## config.mk

```make
export PLATFORM = sky130hd
export DESIGN_NAME = instr_wb_master_flat
export DESIGN_NICKNAME = d
export VERILOG_FILES = /design/src/rtl/instr_wb_master_if.sv /design/src/rtl/instr_wb_master.sv /design/src/flat_wrapper.sv
export SDC_FILE = /design/constraint.sdc
export NUM_CORES = 1
export LEC_CHECK = 0
export ABC_CLOCK_PERIOD_IN_PS = 1900
export CORE_MARGIN = 4
export CORE_UTILIZATION = 32
export DETAILED_ROUTE_END_ITERATION = 10
export GPL_TIMING_DRIVEN = 0
export PLACE_DENSITY = 0.67
export SLEW_MARGIN = 15
export SYNTH_ARGS = -nofsm -noshare
export SYNTH_HDL_FRONTEND = slang
export SYNTH_SLANG_ARGS = --single-unit
```

## constraint.sdc

```tcl
create_clock -name clk_i -period 1.9 [get_ports clk_i]
set_clock_uncertainty 0.15 [all_clocks]
set_input_delay 0.38 -clock clk_i [delete_from_list [all_inputs] [get_ports clk_i]]
set_output_delay 0.38 -clock clk_i [all_outputs]
set_load 0.1 [all_outputs]
```

## src/rtl/instr_wb_master_if.sv

```systemverilog
// Request/response and Wishbone B4 pipelined bus bundle
// used by the instrumented Wishbone master.
interface instr_wb_master_if;

    logic [31:0] wb_adr_o;
    logic [31:0] wb_dat_o;
    logic [31:0] wb_dat_i;
    logic        wb_we_o;
    logic [3:0]  wb_sel_o;
    logic        wb_stb_o;
    logic        wb_ack_i;
    logic        wb_cyc_o;
    logic        wb_stall_i;

    logic        req_i;
    logic        req_we_i;
    logic [31:0] req_adr_i;
    logic [31:0] req_dat_i;
    logic [3:0]  req_sel_i;
    logic        req_ready_o;
    logic        rsp_valid_o;
    logic [31:0] rsp_dat_o;
    logic        rsp_err_o;

    modport master (
        output wb_adr_o, wb_dat_o, wb_we_o, wb_sel_o,
        output wb_stb_o, wb_cyc_o,
        input  wb_dat_i, wb_ack_i, wb_stall_i,
        input  req_i, req_we_i, req_adr_i, req_dat_i, req_sel_i,
        output req_ready_o, rsp_valid_o, rsp_dat_o, rsp_err_o
    );

    modport slave (
        input  wb_adr_o, wb_dat_o, wb_we_o, wb_sel_o,
        input  wb_stb_o, wb_cyc_o,
        output wb_dat_i, wb_ack_i, wb_stall_i,
        output req_i, req_we_i, req_adr_i, req_dat_i, req_sel_i,
        input  req_ready_o, rsp_valid_o, rsp_dat_o, rsp_err_o
    );

endinterface

```

## src/rtl/instr_wb_master.sv

```systemverilog
// Single-beat Wishbone B4 pipelined master driven by a test sequence.
// Optional bus timeout: define INSTR_WB_MASTER_TIMEOUT_EN.
module instr_wb_master #(
    parameter int TIMEOUT_CYCLES = 16
) (
    input  logic             clk_i,
    input  logic             rst_i,
    instr_wb_master_if.master bus
);

    typedef enum logic [1:0] {
        IDLE,
        REQUEST,
        WAIT_ACK
    } state_t;

    state_t      state;
    logic [31:0] adr;
    logic [31:0] dat;
    logic        we;
    logic [3:0]  sel;
    logic        cyc;
    logic        stb;
    logic        ready;
    logic        rsp_valid;
    logic [31:0] rsp_dat;
    logic        ack_ok;
    logic        tmo;

    // An ack only counts once the strobe is (or is being) accepted.
    always_comb begin
        ack_ok = 1'b0;
        unique case (state)
            REQUEST:  ack_ok = bus.wb_ack_i & ~bus.wb_stall_i;
            WAIT_ACK: ack_ok = bus.wb_ack_i;
            default:  ack_ok = 1'b0;
        endcase
    end

`ifdef INSTR_WB_MASTER_TIMEOUT_EN
    localparam logic [15:0] TMO_LAST = 16'(TIMEOUT_CYCLES - 1);

    logic [15:0] cnt;
    logic        rsp_err;

    always_comb begin
        tmo = (state != IDLE) && !ack_ok && (cnt == TMO_LAST);
    end

    always_ff @(posedge clk_i) begin
        if (rst_i) begin
            cnt     <= 16'h0;
            rsp_err <= 1'b0;
        end else begin
            rsp_err <= 1'b0;
            if (state == IDLE) begin
                cnt <= 16'h0;
            end else if (!ack_ok) begin
                cnt <= cnt + 16'h1;
                rsp_err <= tmo;
            end
        end
    end

    assign bus.rsp_err_o = rsp_err;
`else
    always_comb begin
        tmo = 1'b0;
    end

    assign bus.rsp_err_o = 1'b0;
`endif

    always_ff @(posedge clk_i) begin
        if (rst_i) begin
            state     <= IDLE;
            adr       <= 32'h0;
            dat       <= 32'h0;
            we        <= 1'b0;
            sel       <= 4'h0;
            cyc       <= 1'b0;
            stb       <= 1'b0;
            ready     <= 1'b1;
            rsp_valid <= 1'b0;
            rsp_dat   <= 32'h0;
        end else begin
            rsp_valid <= 1'b0;
            unique case (state)
                IDLE: begin
                    if (bus.req_i) begin
                        adr   <= bus.req_adr_i;
                        dat   <= bus.req_dat_i;
                        we    <= bus.req_we_i;
                        sel   <= bus.req_sel_i;
                        cyc   <= 1'b1;
                        stb   <= 1'b1;
                        ready <= 1'b0;
                        state <= REQUEST;
                    end
                end
                REQUEST, WAIT_ACK: begin
                    if (ack_ok) begin
                        cyc       <= 1'b0;
                        stb       <= 1'b0;
                        ready     <= 1'b1;
                        rsp_valid <= 1'b1;
                        state     <= IDLE;
                        if (!we) begin
                            rsp_dat <= bus.wb_dat_i;
                        end
                    end else if (tmo) begin
                        cyc       <= 1'b0;
                        stb       <= 1'b0;
                        ready     <= 1'b1;
                        rsp_valid <= 1'b1;
                        state     <= IDLE;
                    end else if (state == REQUEST && !bus.wb_stall_i) begin
                        stb   <= 1'b0;
                        state <= WAIT_ACK;
                    end
                end
                default: begin
                    state <= IDLE;
                end
            endcase
        end
    end

    assign bus.wb_adr_o    = adr;
    assign bus.wb_dat_o    = dat;
    assign bus.wb_we_o     = we;
    assign bus.wb_sel_o    = sel;
    assign bus.wb_cyc_o    = cyc;
    assign bus.wb_stb_o    = stb;
    assign bus.req_ready_o = ready;
    assign bus.rsp_valid_o = rsp_valid;
    assign bus.rsp_dat_o   = rsp_dat;

endmodule

```

## src/flat_wrapper.sv

```systemverilog
// flat-port wrapper written by rule: the top's interface ports become plain ports
module instr_wb_master_flat 
#(
    parameter int TIMEOUT_CYCLES = 16
)
  (clk_i, rst_i, bus_wb_adr_o, bus_wb_dat_o, bus_wb_we_o, bus_wb_sel_o, bus_wb_stb_o, bus_wb_cyc_o, bus_wb_dat_i, bus_wb_ack_i, bus_wb_stall_i, bus_req_i, bus_req_we_i, bus_req_adr_i, bus_req_dat_i, bus_req_sel_i, bus_req_ready_o, bus_rsp_valid_o, bus_rsp_dat_o, bus_rsp_err_o);
  instr_wb_master_if bus_i ();
  input  logic clk_i;
  input  logic rst_i;
  output wire logic [$bits(bus_i.wb_adr_o)-1:0] bus_wb_adr_o;
  output wire logic [$bits(bus_i.wb_dat_o)-1:0] bus_wb_dat_o;
  output wire logic [$bits(bus_i.wb_we_o)-1:0] bus_wb_we_o;
  output wire logic [$bits(bus_i.wb_sel_o)-1:0] bus_wb_sel_o;
  output wire logic [$bits(bus_i.wb_stb_o)-1:0] bus_wb_stb_o;
  output wire logic [$bits(bus_i.wb_cyc_o)-1:0] bus_wb_cyc_o;
  input wire logic [$bits(bus_i.wb_dat_i)-1:0] bus_wb_dat_i;
  input wire logic [$bits(bus_i.wb_ack_i)-1:0] bus_wb_ack_i;
  input wire logic [$bits(bus_i.wb_stall_i)-1:0] bus_wb_stall_i;
  input wire logic [$bits(bus_i.req_i)-1:0] bus_req_i;
  input wire logic [$bits(bus_i.req_we_i)-1:0] bus_req_we_i;
  input wire logic [$bits(bus_i.req_adr_i)-1:0] bus_req_adr_i;
  input wire logic [$bits(bus_i.req_dat_i)-1:0] bus_req_dat_i;
  input wire logic [$bits(bus_i.req_sel_i)-1:0] bus_req_sel_i;
  output wire logic [$bits(bus_i.req_ready_o)-1:0] bus_req_ready_o;
  output wire logic [$bits(bus_i.rsp_valid_o)-1:0] bus_rsp_valid_o;
  output wire logic [$bits(bus_i.rsp_dat_o)-1:0] bus_rsp_dat_o;
  output wire logic [$bits(bus_i.rsp_err_o)-1:0] bus_rsp_err_o;
  assign bus_wb_adr_o = bus_i.wb_adr_o;
  assign bus_wb_dat_o = bus_i.wb_dat_o;
  assign bus_wb_we_o = bus_i.wb_we_o;
  assign bus_wb_sel_o = bus_i.wb_sel_o;
  assign bus_wb_stb_o = bus_i.wb_stb_o;
  assign bus_wb_cyc_o = bus_i.wb_cyc_o;
  assign bus_i.wb_dat_i = bus_wb_dat_i;
  assign bus_i.wb_ack_i = bus_wb_ack_i;
  assign bus_i.wb_stall_i = bus_wb_stall_i;
  assign bus_i.req_i = bus_req_i;
  assign bus_i.req_we_i = bus_req_we_i;
  assign bus_i.req_adr_i = bus_req_adr_i;
  assign bus_i.req_dat_i = bus_req_dat_i;
  assign bus_i.req_sel_i = bus_req_sel_i;
  assign bus_req_ready_o = bus_i.req_ready_o;
  assign bus_rsp_valid_o = bus_i.rsp_valid_o;
  assign bus_rsp_dat_o = bus_i.rsp_dat_o;
  assign bus_rsp_err_o = bus_i.rsp_err_o;
  instr_wb_master #(.TIMEOUT_CYCLES(TIMEOUT_CYCLES)) u_core (.clk_i(clk_i), .rst_i(rst_i), .bus(bus_i));
endmodule
```

==> metrics.md, run 1 <==
| Metric | Value |
|---|---|
| Share of the synthesized area in the top cell type | `0.5617` |
| CP Class | `reg -> reg` |
| R2r worst-path depth | `6` |
| Slowest stage delay, CP | `0.46 ns` |
| Top Metal Used | `met4` |
| Largest net degree at the start of global routing | `20` |
| GPL Wtd Cong | `between 0.7 and 0.8` |
| Async set-reset flop share out of synthesis | `0` |
| Residual DRC count | `0` |
| Max FO, Critical Path | `4` |
| Placed cell areas | `a little over 6000 um^2` |
| Syn nets | `about 600` |
| Post-Syn Area | `roughly 3800 um^2` |
| Filler cells | `1056` |
| Clock buffer depth | `2` |
| Routed len/inst | `between 10 and 15 um` |
| Chip width | `~120 um` |
| EDFF count, synth | `0` |
| CTS Hold Bufs | `0` |
| Placement Rows | `39` |
| Final #Nets | `810` |
| Ys Warns | `0` |
| Maximum vdd ir drop | `roughly 1.0 mV` |
| Die Footprint | `between 10000 and 15000 um^2` |
| Cell variety after synth | `27` |
| Routed wl met3 | `around 870 um` |
| Worst setup margin | `roughly 0.08 ns` |
| Total Wirelength | `around 12000 um` |
| Crit end category | `register` |
| Vias in the first global route | `about 3700` |
| Post-Place Worst Slack | `-0.3517 ns` |
| Number of CTS-inserted buffers | `9` |
| Ranking of synthesized cells by area | `dfxtp_1, nand2_1, a21oi_1` |
| Status | `completed` |
| Period utilisation layout | `0.9576` |
| Fin area | `~6600 um^2` |
| Hold Startpoint | `u_core.bus.wb_adr_o[24]$_SDFFE_PP0P_` |
| Post-DP HPWL | `9053 um` |
| Hold Path Depth | `2` |
| Power per cell area | `between 1000 and 1500 nW/um^2` |
| Top-count cell post-synth | `nand2_1` |
| Antenna violations before repair | `0` |
| Dpl cells | `approximately 830` |
| TritonCTS clock tree | `built` |
| Port bufs | `approximately 210` |
| Grt total ovfl | `0` |
| H-tree depth | `3` |
| Initial Utilization | `0.3298` |
| Synth top cells by count | `nand2_1, dfxtp_1, a21oi_1` |
| R2R Path Start | `u_core.state[1]$_SDFFE_PP0P_` |
| Final non-filler cell total | `847` |
| Crit path cell chain | `inv_2 > ha_4 > nor2b_4 > o21ai_2 > or4b_1 > a21oi_1` |
| Mean post-synth cell area | `roughly 7.9 um^2` |
| Worst-Margin Slew | `0.5747 ns` |
| Worst reg2reg setup slack | `slightly above 0.08 ns` |
| CP Launch Type | `register` |
| Worst Hold Class | `reg -> reg` |
| Ant. Diodes | `0` |
| Clk sinks | `roughly 110` |
| Rel. slew slack | `0.6187` |
| Antenna Nets Post-Route | `0` |
| Minimum clock period | `approximately 1.8 ns` |
| R2r endpoint | `u_core.state[1]$_SDFFE_PP0P_` |
| Die height | `between 100 and 150 um` |
| DRT iter0 DRCs | `about 180` |
| Core Box Area | `11560 um^2` |
| First-pass GRT wire length | `approximately 18000 um` |
| Max stage delay cell, worst path | `or4b_1` |
| Routed length on met2 | `around 5600 um` |
| Setup Viol. Count Final | `0` |
| Synth area leader | `dfxtp_1` |
| Worst path required time | `2.02 ns` |
| Worst hold endpoint | `u_core.bus.wb_adr_o[24]$_SDFFE_PP0P_` |
| Total global-route track usage | `0.1665` |
| Max Cap Viol | `0` |
| Root Buffer | `clkbuf_16` |
| Layout area overhead | `72.83%` |
| Io pins | `roughly 210` |
| Static Leak | `around 2.4 nW` |
| Share of cells above drive strength 1 | `0.2074` |
| Data arrival time at the worst-slack endpoint | `1.94 ns` |
| Fmax | `approximately 550 MHz` |
| 1st-pass router iterations | `5` |
| Sequential area share after synthesis | `0.5617` |
| Met1 wire length | `5008 um` |
| Routed vias | `just under 4000` |
| Max Transition Viols Final | `0` |
| #FFs+latches synth | `107` |
| Worst-skew pair later-pin latency | `0.34 ns` |
| Final Hold Vio Count | `0` |
| Vias per std cell | `roughly 4.6` |
| Main synth FF type | `dfxtp_1` |
| Worst-path clk slew | `roughly 0.070 ns` |
| Cells after synthesis | `480` |
metal layers:
layer  track usage  up-vias
li1              -     1990
met1        0.2055     1714
met5             0        -
met4       0.08563        0
met3       0.04730       21
met2        0.2647      130
layout by cell type (no fill, tap or decap), types with 4 or more instances in the layout:
| cell type | instances |
|---|---|
| a21oi_1 | 106 |
| buf_1 | 6 |
| buf_2 | 6 |
| buf_4 | 4 |
| clkbuf_1 | 19 |
| clkbuf_16 | 9 |
| clkdlybuf4s15_2 | 105 |
| clkdlybuf4s50_1 | 104 |
| dfxtp_1 | 104 |
| nand2_1 | 204 |
cell families (layout without fill, tap and decap cells):
family                     after synthesis  after routing  share of synthesized area
and+or+nand+nor                        213            213                     0.2192
adders and majority gates                5              5                    0.01640
DFF                                    107            107                     0.5617
buffers and inverters                   38            262                    0.04134
muxes                                    1              1                   0.002625
other                                    1              1                  0.0009833
AOI/OAI and AO/OA                      115            115                     0.1578
worst max-delay path: cells and delay by family (launching register included):
kind | cells | cell delay, ns
simple gates | 2 | 0.60
flops | 1 | 0.39
compound gates | 2 | 0.34
fa+ha+maj | 1 | 0.17
buf+inv | 1 | 0.09
worst max-delay path by stage:
stage	start	end	slack [ns]	depth (start not counted)
final	u_core.state[1]$_SDFFE_PP0P_	u_core.state[1]$_SDFFE_PP0P_	0.08	6
after global routing	u_core.state[0]$_SDFFE_PP0P_	u_core.bus.wb_dat_o[9]$_SDFFE_PP0P_	-0.008	7
after CTS	u_core.state[1]$_SDFFE_PP0P_	u_core.state[1]$_SDFFE_PP0P_	-0.01	5
after detailed placement	bus_req_i	u_core.bus.wb_dat_o[7]$_SDFFE_PP0P_	-0.35	7
after global placement	bus_req_i	u_core.bus.wb_dat_o[8]$_SDFFE_PP0P_	-0.31	7
after floorplan	u_core.state[0]$_SDFFE_PP0P_	u_core.state[1]$_SDFFE_PP0P_	0.14	6
through the flow:
step / setup TNS [ns] / util / power (mW) / hold WS, ns
3_5_place_dp: -28.99 / 0.5262 / 7.743 / 0.2965
5_1_grt: -0.007780 / 0.5699 / 10.07 / 0.3198
6_report: 0 / 0.5699 / 9.598 / 0.3030
4_1_cts: -0.01309 / 0.5637 / 9.536 / 0.3059
3_3_place_gp: -25.59 / 0.5262 / 7.676 / 0.2906
2_1_floorplan: 0 / - / 6.484 / 0.3325
repair_timing:
| action | 4_1_cts | 5_1_grt |
|---|---|---|
| pin swaps | 0 | 0 |
| buffers inserted | 1 | 1 |
| endpoints found under the setup margin | 173 | 76 |
| gates resized for setup | 321 | 18 |
where the power goes:
part           internal, mW  switching (mW)  leakage, nW
Clock                  1.06           0.783        0.141
Combinational          1.22            3.70         1.34
Sequential             2.62           0.210        0.875
final cells by class:
type	count	area (um^2)	share of cell area
buffer	32	146.4	0.02221
inverter	3	11.26	0.001708
clock inverter	2	35.03	0.005315
clock buffer	14	254.0	0.03853
sequential	107	2146	0.3256
timing repair buffer	211	2238	0.3396
multi-input combinational	335	1582	0.2399
tap	143	178.9	0.02715
flip-flops by register name (all words and copies together), names as in the netlist:
register / cells
u_core.bus.wb_dat_o: 32
u_core.bus.wb_we_o: 1
u_core.bus.wb_adr_o: 32
u_core.state: 2
u_core.bus.req_ready_o: 1
u_core.bus.wb_stb_o: 1
u_core.bus.wb_cyc_o: 1
u_core.bus.wb_sel_o: 4
u_core.bus.rsp_dat_o: 32
u_core.bus.rsp_valid_o: 1
(Power assumes the default switching activity.)
==> run 2: changes to the inputs <==
- CTS_CLUSTER_DIAMETER: unset -> 50
==> results of run 2 <==
No change in the layout: final DEF, timing and power equal those of run 1.
